[src/rtl/calc_tx_pkg.sv]
// Shared types and constants for the calculator serial transmitter.
package calc_tx_pkg;

    typedef enum logic [1:0] {
        IDLE   = 2'd0,
        SHIFT  = 2'd1,
        PARITY = 2'd2,
        DONE   = 2'd3
    } tx_state_t;

    // Bit period (in clock cycles) loaded into the divisor on reset.
    localparam int TX_DIV_RESET = 2;

    // Width of a counter that indexes DATA_W payload bits.
    function automatic int bit_cnt_w(input int data_w);
        return (data_w < 2) ? 1 : $clog2(data_w);
    endfunction

endpackage

[src/rtl/tx_bit_timer.sv]
// Bit-period timer: holds the programmable period T and a 0..T-1 cycle counter,
// flagging the last cycle of every bit period while the transmitter is busy.
module tx_bit_timer
    import calc_tx_pkg::*;
#(
    parameter int DIV_W = 4
) (
    input  logic             clk,
    input  logic             rst,
    input  logic             clear,
    input  logic             run,
    input  logic             load,
    input  logic [DIV_W-1:0] div_cfg,
    output logic             bit_tick
);

    logic [DIV_W-1:0] period;
    logic [DIV_W-1:0] cnt;

    assign bit_tick = run && (cnt == period - DIV_W'(1));

    // Period register; a zero divisor is promoted to one cycle per bit.
    always_ff @(posedge clk) begin
        if (rst) begin
            period <= DIV_W'(TX_DIV_RESET);
        end else if (load) begin
            period <= (div_cfg == '0) ? DIV_W'(1) : div_cfg;
        end
    end

    // Cycle counter: restarts on a new frame, wraps at each bit boundary.
    always_ff @(posedge clk) begin
        if (rst || clear || !run) begin
            cnt <= '0;
        end else if (bit_tick) begin
            cnt <= '0;
        end else begin
            cnt <= cnt + DIV_W'(1);
        end
    end

endmodule

[src/rtl/serial_tx_frame.sv]
// Serial frame transmitter: accepts a word over valid/ready, shifts it out on
// Dout at a programmable bit period, and pulses TxDone when the frame ends.
// Optional feature macro: TX_PARITY_EN appends one even-parity bit per frame.
module serial_tx_frame
    import calc_tx_pkg::*;
#(
    parameter int DATA_W    = 32,
    parameter int DIV_W     = 4,
    parameter int MSB_FIRST = 1
) (
    input  logic              Clk,
    input  logic              Reset,
    input  logic [DATA_W-1:0] DataIn,
    input  logic              DataValid,
    output logic              DataReady,
    input  logic [DIV_W-1:0]  DivCfg,
    input  logic              ConfigDiv,
    output logic              Dout,
    output logic              TxBusy,
    output logic              TxDone
);

    localparam int BW = bit_cnt_w(DATA_W);
    localparam logic [BW-1:0] LAST_BIT = BW'(DATA_W - 1);

    tx_state_t         state, state_nxt;
    logic              dout_nxt, busy_nxt, done_nxt, ready_nxt;
    logic              accept, advance, bit_tick, div_load;
    logic [DATA_W-1:0] rev, ordered;
    logic [DATA_W-2:0] shreg;
    logic [BW-1:0]     bit_cnt;
`ifdef TX_PARITY_EN
    logic              par_acc;
`endif

    assign div_load = ConfigDiv && (state == IDLE);

    tx_bit_timer #(.DIV_W(DIV_W)) u_timer (
        .clk      (Clk),
        .rst      (Reset),
        .clear    (accept),
        .run      (TxBusy),
        .load     (div_load),
        .div_cfg  (DivCfg),
        .bit_tick (bit_tick)
    );

    // Arrange the payload so the first bit to send is always the top bit.
    always_comb begin
        rev = '0;
        for (int i = 0; i < DATA_W; i++) begin
            rev[i] = DataIn[DATA_W-1-i];
        end
        ordered = (MSB_FIRST != 0) ? DataIn : rev;
    end

    // Next-state and next-output decode; outputs are registered below.
    always_comb begin
        state_nxt = state;
        dout_nxt  = 1'b0;
        busy_nxt  = 1'b0;
        done_nxt  = 1'b0;
        ready_nxt = 1'b0;
        accept    = 1'b0;
        advance   = 1'b0;
        case (state)
            IDLE: begin
                ready_nxt = 1'b1;
                if (DataValid) begin
                    accept    = 1'b1;
                    state_nxt = SHIFT;
                    dout_nxt  = ordered[DATA_W-1];
                    busy_nxt  = 1'b1;
                    ready_nxt = 1'b0;
                end
            end
            SHIFT: begin
                busy_nxt = 1'b1;
                dout_nxt = Dout;
                if (bit_tick) begin
                    if (bit_cnt == LAST_BIT) begin
`ifdef TX_PARITY_EN
                        state_nxt = PARITY;
                        dout_nxt  = par_acc ^ Dout;
`else
                        state_nxt = DONE;
                        busy_nxt  = 1'b0;
                        dout_nxt  = 1'b0;
                        done_nxt  = 1'b1;
`endif
                    end else begin
                        advance  = 1'b1;
                        dout_nxt = shreg[DATA_W-2];
                    end
                end
            end
`ifdef TX_PARITY_EN
            PARITY: begin
                busy_nxt = 1'b1;
                dout_nxt = Dout;
                if (bit_tick) begin
                    state_nxt = DONE;
                    busy_nxt  = 1'b0;
                    dout_nxt  = 1'b0;
                    done_nxt  = 1'b1;
                end
            end
`endif
            DONE: begin
                state_nxt = IDLE;
                ready_nxt = 1'b1;
            end
            default: state_nxt = IDLE;
        endcase
    end

    // State and registered outputs; reset aborts any frame in flight.
    always_ff @(posedge Clk) begin
        if (Reset) begin
            state     <= IDLE;
            Dout      <= 1'b0;
            TxBusy    <= 1'b0;
            TxDone    <= 1'b0;
            DataReady <= 1'b1;
        end else begin
            state     <= state_nxt;
            Dout      <= dout_nxt;
            TxBusy    <= busy_nxt;
            TxDone    <= done_nxt;
            DataReady <= ready_nxt;
        end
    end

    // Shift register holds the bits not yet on Dout; bit counter tracks position.
    always_ff @(posedge Clk) begin
        if (accept) begin
            shreg   <= ordered[DATA_W-2:0];
            bit_cnt <= '0;
        end else if (advance) begin
            shreg   <= shreg << 1;
            bit_cnt <= bit_cnt + BW'(1);
        end
    end

`ifdef TX_PARITY_EN
    // Running XOR of every payload bit already placed on Dout.
    always_ff @(posedge Clk) begin
        if (accept) begin
            par_acc <= 1'b0;
        end else if ((state == SHIFT) && bit_tick) begin
            par_acc <= par_acc ^ Dout;
        end
    end
`endif

endmodule
[config.mk]
export PLATFORM = sky130hd
export DESIGN_NAME = serial_tx_frame
export DESIGN_NICKNAME = d
export VERILOG_FILES = /design/src/rtl/calc_tx_pkg.sv /design/src/rtl/tx_bit_timer.sv /design/src/rtl/serial_tx_frame.sv
export SDC_FILE = /design/constraint.sdc
export NUM_CORES = 1
export LEC_CHECK = 0
export ABC_CLOCK_PERIOD_IN_PS = 3900
export BUFFER_PORTS_ARGS = -buffer_cell sky130_fd_sc_hd__buf_4
export CORE_ASPECT_RATIO = 1.75
export CORE_MARGIN = 10
export CORE_UTILIZATION = 49
export DETAILED_ROUTE_END_ITERATION = 6
export MAX_ROUTING_LAYER = met4
export PLACE_DENSITY = 0.73
export SYNTH_ARGS = -nofsm -noshare
export SYNTH_HDL_FRONTEND = slang
export SYNTH_SLANG_ARGS = --single-unit
[constraint.sdc]
create_clock -name Clk -period 3.9 [get_ports Clk]
set_clock_uncertainty 0.1 [all_clocks]
set_input_delay 0.39 -clock Clk [delete_from_list [all_inputs] [get_ports Clk]]
set_output_delay 0.39 -clock Clk [all_outputs]
set_load 0.03 [all_outputs]
==> results.py <==
metrics = {
    "sta": {
        "rsz0062_at_grt": "false",
        "period_needed_ns": 2.46,
        "timing.final.crit_share_pct": 63.2,
        "fin_setup_tns_ns": 0,
        "finalHoldViolations": 0,
        "final-setup-viol-count": 0,
        "worst_pin_slew_ns": 0.662,
        "max_freq_mhz": 406,
        "drv_slew": 0,
        "relSlewSlack_pct": 55.8,
    },
    "global_routing": {
        "use_met3_pct": 2.91,
        "antenna_found_initial": 0,
        "met2_usage_pct": 21.7,
        "top_usage_layer": "met2",
        "gr-usage-met1_pct": 11.2,
        "grt_usage_pct": 11.6,
        "grt-ovfl-total": 0,
        "grt_first_pass_wirelength_um": 7100,
        "grt_start_max_net_pins": 32,
        "grt_pass1_vias": 1537,
    },
    "cts": {
        "path_clk_slew_ns": 0.08,
        "cts_root_buffer": "clkbuf_8",
        "clock-sinks": 50,
        "post_cts_buffers": 0,
        "cts_hold_buf": 0,
        "cts-htree-levels": 2,
        "insertion_delay_ns": 0.30,
        "cts_resized": 0,
        "tritoncts": "yes",
        "numCtsBuffers": 5,
        "clock_path_buffers": 2,
    },
    "worst_setup_path": {
        "crit_fanout": 21,
        "rrSetupSlack_ns": 1.44,
        "crit_type": "flip-flop to flip-flop",
        "ff2ff_path_depth": 5,
        "arrival_ns": 2.42,
        "worst_setup_path_start_kind": "flip-flop",
        "reg2reg_to": "shreg[9]",
        "crit_required_ns": 3.85,
        "critPathCaptureType": "flip-flop",
        "timing.rr.start": "state[0]",
    },
    "final_layout": {
        "layout-drive-gt1-share_pct": 40.8,
        "syn_to_final_growth_pct": 23.3,
        "final_nets": 259,
        "antenna_cells": 0,
        "final_cell_mix": "45 x buf_4, 31 x edfxtp_1, 30 x mux2_2",
        "final_common_cell": "buf_4",
    },
    "die": {
        "die_x_um": 71.0,
        "start_util_pct": 50.7,
        "die_area_um2": 7760,
        "num_io_pins": 44,
        "die-height_um": 109,
        "core_um2": 4400,
        "rows": 32,
    },
    "power_and_ir_drop": {
        "power.total_mw": 1.30,
        "ir_drop_mv": 0.333,
        "powerDensity_nw_per_um2": 472,
        "p_leak_nw": 1.09,
    },
    "logic_synthesis": {
        "netlist_instances": 167,
        "netlist.area_leader.share_pct": 41.7,
        "yosys_warnings": 0,
        "synth-async-reset-ratio_pct": 0,
        "synth.distinct_cells": 33,
        "synth_top_cell_by_area": "edfxtp_1",
        "netlist_area_um2": 2230,
        "ys_seq_area_share_pct": 58.8,
        "synth_area_leaders": "edfxtp_1 42%, dfxtp_1 17%, mux2_2 15%, ha_1 3.9%, a21oi_1 2.0%",
        "synthFlopType": "edfxtp_1",
        "syn_area_per_cell_um2": 13.4,
        "syn_nets": 214,
        "synth.ff_latch_count": 50,
        "synth_edf_count": 31,
    },
    "hold_path": {
        "hold_class": "input pin to flip-flop",
        "hold_start": "DataValid",
        "min_to": "bit_cnt[0]",
        "hold_depth": 2,
    },
    "route": {
        "viasPerCell": 5.34,
        "drt_iter0_markers": 28,
        "drt_wl_total_um": 4370,
        "dr.pass1.iters": 4,
        "antenna_left": 0,
        "wl_per_cell_um": 16.5,
        "drcViolationCount": 0,
        "num_vias": 1409,
    },
    "place": {
        "port_buffers": 43,
        "hpwl_um": 3390,
        "gp_congestion": 0.764,
    },
    "run_status": {
        "status": "finished clean",
    },
    "flow_run": {
        "maxCapViolCount": 0,
    },
}
stage by stage:
stage | setup slack (ns) | hold slack, ns | utilization, % | cells | area (µm²)
after detailed placement | 1.42 | 0.364 | 59.5 | 256 | 2620
after CTS | 1.41 | 0.220 | 62.5 | 264 | 2750
final | 1.44 | 0.225 | 62.5 | 264 | 2750
after floorplan | 0.810 | 0.340 | - | 167 | 2240
after global routing | 1.29 | 0.233 | 62.5 | 264 | 2750
after global placement | 1.54 | 0.362 | 59.5 | 256 | 2620
synthesized netlist by cell type (4+ instances only):
library cell	instances
nor2_1	6
xnor2_1	4
nand2_1	7
nand3_1	4
dfxtp_1	19
inv_1	8
mux2_2	30
ha_1	7
a21oi_1	9
clkbuf_1	6
edfxtp_1	31
cell type report:
| class | count | area [µm²] |
|---|---|---|
| Sequential cell | 50 | 1310 |
| Fill cell | 365 | 1650 |
| Clock buffer | 5 | 68.8 |
| Multi-Input combinational cell | 102 | 876 |
| Timing Repair Buffer | 45 | 338 |
| Tap cell | 51 | 63.8 |
| Clock inverter | 3 | 63.8 |
| Inverter | 8 | 30.0 |
registers in the layout, summed over array words and instances, names as in the netlist:
register and cells:
Dout 1, state 2, DataReady 1, TxBusy 1, u_timer.cnt 4, TxDone 1, bit_cnt 5, shreg 31
u_timer.period 4
cell families after synthesis:
logic type / count (synthesis) / synth area share [%]
buffers and inverters: 15 / 2.58
flip-flops: 50 / 58.8
AO/OA/AOI/OAI: 21 / 6.28
AND/OR/NAND/NOR: 33 / 8.19
XOR/XNOR: 8 / 3.76
adder cells (fa/ha/maj): 7 / 3.93
multiplexers: 33 / 16.5
critical path, stage by stage, from the launching register on:
cell and delay [ns]:
dfxtp_1 0.39, inv_1 0.06, ha_1 0.34, nand2_1 0.56, buf_4 0.39, mux2_2 0.38
worst max path at each step:
stage / start / to / slack, ns / cells past startpoint
after floorplan: bit_cnt[0] / shreg[0] / 0.81 / 6
after global placement: state[0] / shreg[1] / 1.54 / 5
after detailed placement: state[0] / shreg[12] / 1.42 / 5
after CTS: state[0] / shreg[9] / 1.41 / 5
after global routing: state[0] / shreg[9] / 1.29 / 5
final: state[0] / shreg[9] / 1.44 / 5
power breakdown:
group	leakage (nW)	switching, mW	internal [mW]
combinational	0.571	0.107	0.114
clock	0.0658	0.162	0.254
sequential	0.453	0.0227	0.639
metal layers:
layer  up-vias  part of all wire, %
li1        699                    -
met1       672                   38
met2        31                   56
met3         7                  4.2
met4         0                  1.5
met5         -                    0
No activity file was read; power rests on OpenSTA's default activity.
